--- config.mk ---
export PLATFORM = sky130hd
export DESIGN_NAME = div_issue_stage
export DESIGN_NICKNAME = d
export VERILOG_FILES = /design/src/rtl/div_issue_stage.sv
export SDC_FILE = /design/constraint.sdc
export NUM_CORES = 1
export LEC_CHECK = 0
export ABC_AREA = 1
export ABC_CLOCK_PERIOD_IN_PS = 3200
export CAP_MARGIN = 15
export CORE_MARGIN = 8
export CORE_UTILIZATION = 35
export CTS_CLUSTER_DIAMETER = 150
export DETAILED_ROUTE_END_ITERATION = 12
export SKIP_CTS_REPAIR_TIMING = 1
export SYNTH_ARGS = -nofsm -noshare
export SYNTH_HDL_FRONTEND = slang
export SYNTH_SLANG_ARGS = --single-unit
--- constraint.sdc ---
create_clock -name clk_i -period 3.2 [get_ports clk_i]
set_input_delay 0.48 -clock clk_i [delete_from_list [all_inputs] [get_ports clk_i]]
set_output_delay 0.48 -clock clk_i [all_outputs]
set_load 0.005 [all_outputs]
--- src/rtl/div_issue_stage.sv ---
// Issue stage wrapped around a combinational posit divider.
// A 2-entry operand FIFO feeds an operand register that drives the divider.
// A result register captures the quotient and applies special-case overrides.
// in_ready_o depends only on FIFO occupancy and flush_i, so it has no path from out_ready_i.
module div_issue_stage #(
    parameter int unsigned N  = 32,
    parameter int unsigned ES = 4
) (
    input  logic         clk_i,
    input  logic         rst_ni,
    input  logic         in_valid_i,
    output logic         in_ready_o,
    input  logic [N-1:0] dividend_i,
    input  logic [N-1:0] divisor_i,
    input  logic         flush_i,
    output logic [N-1:0] div_in1_o,
    output logic [N-1:0] div_in2_o,
    input  logic [N-1:0] div_out_i,
    output logic         out_valid_o,
    input  logic         out_ready_i,
    output logic [N-1:0] result_o,
    output logic [1:0]   flags_o
);

    // NaR is the sign bit alone; zero is all bits clear.
    localparam logic [N-1:0] NarVal  = {1'b1, {(N-1){1'b0}}};
    localparam logic [N-1:0] ZeroVal = '0;

    // The divider itself consumes ES; here it only bounds legal configurations.
    if (ES + 3 > N) begin : g_bad_es
        $error("div_issue_stage: ES too large for word width N");
    end

    // Operand FIFO storage and control.
    logic [N-1:0] fifo_a_q [2];
    logic [N-1:0] fifo_b_q [2];
    logic         wr_ptr_q;
    logic         rd_ptr_q;
    logic [1:0]   count_q;
    logic [1:0]   count_d;

    // Operand register, which drives the divider inputs.
    logic         op_valid_q;
    logic [N-1:0] op_a_q;
    logic [N-1:0] op_b_q;

    // Result register.
    logic         out_valid_q;
    logic [N-1:0] result_q;
    logic [1:0]   flags_q;

    // Handshake and movement strobes.
    logic         push;
    logic         pop;
    logic         op_adv;
    logic         op_load;

    // Special-case selection for the value being captured.
    logic         a_nar;
    logic         b_nar;
    logic         a_zero;
    logic         b_zero;
    logic [N-1:0] sel_result;
    logic [1:0]   sel_flags;

    assign in_ready_o  = (count_q < 2'd2) && !flush_i;
    assign div_in1_o   = op_a_q;
    assign div_in2_o   = op_b_q;
    assign out_valid_o = out_valid_q;
    assign result_o    = result_q;
    assign flags_o     = flags_q;

    // Movement strobes: the op register drains into the result slot when that slot is free,
    // and refills from the FIFO head in the same cycle.
    always_comb begin
        push    = in_valid_i && in_ready_o;
        op_adv  = op_valid_q && (!out_valid_q || out_ready_i);
        op_load = (count_q != 2'd0) && (!op_valid_q || op_adv);
        pop     = op_load;
    end

    // Next occupancy; push and pop on the same edge cancel out.
    always_comb begin
        count_d = count_q;
        unique case ({push, pop})
            2'b10:   count_d = count_q + 2'd1;
            2'b01:   count_d = count_q - 2'd1;
            default: count_d = count_q;
        endcase
    end

    // Special-case override, highest priority first: NaR operand, zero divisor, zero dividend.
    always_comb begin
        a_nar      = (op_a_q == NarVal);
        b_nar      = (op_b_q == NarVal);
        a_zero     = (op_a_q == ZeroVal);
        b_zero     = (op_b_q == ZeroVal);
        sel_result = div_out_i;
        sel_flags  = 2'b00;
        if (a_nar || b_nar) begin
            sel_result = NarVal;
            sel_flags  = 2'b10;
        end else if (b_zero) begin
            sel_result = NarVal;
            sel_flags  = 2'b01;
        end else if (a_zero) begin
            sel_result = ZeroVal;
            sel_flags  = 2'b00;
        end
    end

    // FIFO pointers, occupancy and storage; flush drops every queued pair.
    always_ff @(posedge clk_i or negedge rst_ni) begin
        if (!rst_ni) begin
            wr_ptr_q    <= 1'b0;
            rd_ptr_q    <= 1'b0;
            count_q     <= 2'd0;
            fifo_a_q[0] <= '0;
            fifo_a_q[1] <= '0;
            fifo_b_q[0] <= '0;
            fifo_b_q[1] <= '0;
        end else if (flush_i) begin
            wr_ptr_q <= 1'b0;
            rd_ptr_q <= 1'b0;
            count_q  <= 2'd0;
        end else begin
            if (push) begin
                fifo_a_q[wr_ptr_q] <= dividend_i;
                fifo_b_q[wr_ptr_q] <= divisor_i;
                wr_ptr_q           <= ~wr_ptr_q;
            end
            if (pop) begin
                rd_ptr_q <= ~rd_ptr_q;
            end
            count_q <= count_d;
        end
    end

    // Operand register: data holds while the op is stalled so the divider inputs stay stable.
    always_ff @(posedge clk_i or negedge rst_ni) begin
        if (!rst_ni) begin
            op_valid_q <= 1'b0;
            op_a_q     <= '0;
            op_b_q     <= '0;
        end else if (flush_i) begin
            op_valid_q <= 1'b0;
        end else if (op_load) begin
            op_valid_q <= 1'b1;
            op_a_q     <= fifo_a_q[rd_ptr_q];
            op_b_q     <= fifo_b_q[rd_ptr_q];
        end else if (op_adv) begin
            op_valid_q <= 1'b0;
        end
    end

    // Result register: captures on op advance, clears once consumed with nothing behind it.
    always_ff @(posedge clk_i or negedge rst_ni) begin
        if (!rst_ni) begin
            out_valid_q <= 1'b0;
            result_q    <= '0;
            flags_q     <= 2'b00;
        end else if (flush_i) begin
            out_valid_q <= 1'b0;
        end else if (op_adv) begin
            out_valid_q <= 1'b1;
            result_q    <= sel_result;
            flags_q     <= sel_flags;
        end else if (out_ready_i) begin
            out_valid_q <= 1'b0;
        end
    end

endmodule

==> flow_summary.ini <==
[status]
status = completed

[sta]
relSlewSlack_pct = 34.1
worst-slew-pin-transition_ps = 987
hold_viol = 0
finalSetupViolCount = 0
fin_crit_sh_pct = 73.3
fmax_mhz = 427
fin_skew_ps = 8.08
final.min_clock_period_ps = 2340
rsz0062_at_grt = no
slew_viol_final = 0
final.setup.tns_ps = 0

[synth]
synth_nets = 1223
seq_area_frac_synth_pct = 57.6
synthAdderAreaFrac_pct = 0
syn_inst = 1122
ys_ff_latch = 232
synth_cell_type_count = 26
syn-cell-area_mm2 = 0.0101
synthSimpleGateAreaFrac_pct = 17.3
avgSynthCellArea_um2 = 8.98
synth_compound_area_share_pct = 13.1
synth_mux_area_share_pct = 3.80
synth_top_family_by_area = simple AND/OR/NAND/NOR gates
yosysWarnings = 0
synth_xor_area_share_pct = 0

[power_and_ir_drop]
p_clk_share_pct = 26.2
vdd_drop_max_mv = 0.438
internal-power_mw = 7.97
power_frac_comb_pct = 32.9
pwr-share-seq_pct = 40.9
p_per_area_mw_per_mm2 = 871
p_switching_mw = 3.66
sw_frac_of_total_pct = 31.5
leakage_nw = 5.96

[global_route]
grt-ovfl-total = 0
grt_pass1_vias = 8041
grt_pass1_wl_um = 43000
antenna_found_initial = 1
grt_max_degree = 95
grt.total_usage_pct = 15.3

[detailed_routing]
drtPass1Iterations = 4
ant_nets = 0
wire_per_inst_um = 15.4
post_drt_via_cell_ratio = 4.65
drc = 0
totalWireLength_um = 26200
num_vias = 7928
drt_iter0_markers = 458

[placement]
io_buffers = 200
dp_cells = 1656
hpwl_um = 17300
routabilityCongestion = 0.782

[worst_hold_path]
hold_path.class = flop to flop
worstHoldStart = fifo_a_q[35]

[setup_path]
crit_required_ps = 2720
critPathLaunch = flush_i
crit_top_cell = clkdlybuf4s50_1
crit_slowest_cell = clkdlybuf4s50_1
crit_path_end_kind = output pin
path_cells = clkdlybuf4s50_1 > nor2_2 > clkdlybuf4s50_1
startpoint_type = primary input
cp_slowest_stage_delay_ps = 610
worstSetupPathType = primary input to output pin
arrival_ps = 1860
crit_fanout = 7
reg2reg_from = div_in1_o[7]

[clocking]
cts_buffers = 26
cts_max_path_buffers = 3
clk_latency_ps = 520
cts_sinks = 232
cts_tree = done
cts_root_buffer = clkbuf_16
path_clk_slew_ps = 60
cts.htree.levels = 1

[die]
die_h_um = 186
initial_core_util_pct = 35.3
num_rows = 62
coreArea_mm2 = 0.0285
die_w_um = 186
die-area_mm2 = 0.0345
io_pins = 201

[run]
max_cap_viol_count = 0

[final_layout]
mostFrequentLayoutCells = nand2_1 (341), dfrtp_1 (231), clkdlybuf4s50_1 (199)
utilization_pct = 46.8
final_nets = 1402
layout_commonest_cell = nand2_1
num_antenna_cells = 0
layout-drive-gt1-share_pct = 8.18
fill_cells = 2765
synthToLayoutAreaGrowth_pct = 32.5
layout.cells.non_filler = 1704
through the flow:
step	hold slack (ps)	cell area, um^2	setup WS (ps)	total power [mW]
after floorplan	184	10100	1570	6.61
after global placement	449	12400	646	8.62
after detailed placement	453	12400	605	8.70
after CTS	-69.2	13300	857	11.8
after global routing	483	13300	806	12.5
final	465	13300	856	11.6
final timing paths:
kind	end	slack (ps)	cells past startpoint
worst max-delay path	in_ready_o	860	3
max in group asynchronous	fifo_a_q[39]	1920	3
worst min-delay path	fifo_a_q[35]	460	2
min in group asynchronous	result_o[12]	520	2
worst min register to register	fifo_a_q[35]	460	2
worst max register to register	result_o[0]	1310	9
Yosys cell counts, drive strengths merged:
| library cell | n | area (um^2) |
|---|---|---|
| o211ai | 51 | 383 |
| clkbuf | 31 | 118 |
| dfrtp | 232 | 5810 |
| nand3 | 8 | 40.0 |
| nor3 | 1 | 16.3 |
| nand2 | 342 | 1290 |
| o21a | 14 | 105 |
| o21ai | 162 | 811 |
| nor2 | 49 | 204 |
| buf | 33 | 214 |
| a31oi | 1 | 6.26 |
| nand4 | 1 | 6.26 |
| or2 | 31 | 194 |
| inv | 129 | 484 |
| mux2 | 34 | 383 |
| a21oi | 3 | 15.0 |
sequential cells by signal, indices dropped and copies added (netlist names), 2 cells and up:
signal	cells
div_in1_o	32
result_o	32
flags_o	2
div_in2_o	32
fifo_b_q	64
fifo_a_q	64
count_q	2
cells by family (layout without fill, tap and decap cells):
kind of cell / Yosys count / after routing
compound gates: 231 / 231
flops: 232 / 232
simple gates: 432 / 432
buf+inv: 193 / 391
mux: 34 / 34
layer usage:
metal  global-route usage, %  wire, um  part of all wire, %  vias up
met2                    25.0     11900                   45      181
met4                    3.75       545                  2.1        2
li1                        -         -                    -     3913
met1                    20.6     12100                   46     3794
met5                       0        13                0.050        -
met3                    3.38      1640                  6.3       38
power by group through the flow:
| stage | registers, mW | logic (mW) | clock network [mW] |
|---|---|---|---|
| 6_report | 4.76 | 3.82 | 3.05 |
| 3_5_place_dp | 4.82 | 3.89 | 0 |
| 5_1_grt | 4.92 | 4.34 | 3.27 |
| 3_3_place_gp | 4.80 | 3.82 | 0 |
| 2_1_floorplan | 4.70 | 1.91 | 0 |
| 4_1_cts | 4.78 | 3.91 | 3.16 |
layout make-up:
class,count,area (um^2),share of cell area [%]
Sequential cell,232,5810,43.5
Clock inverter,10,108,0.806
Inverter,129,484,3.63
Clock buffer,37,783,5.87
Multi-Input combinational cell,697,3460,25.9
Timing Repair Buffer,215,2220,16.6
Tap cell,384,480,3.60
worst max-delay path, delay by kind of cell:
kind	cells	cell delay [ps]
buf+inv	2	1160
simple gates	1	220
(Power assumes the default switching activity.)
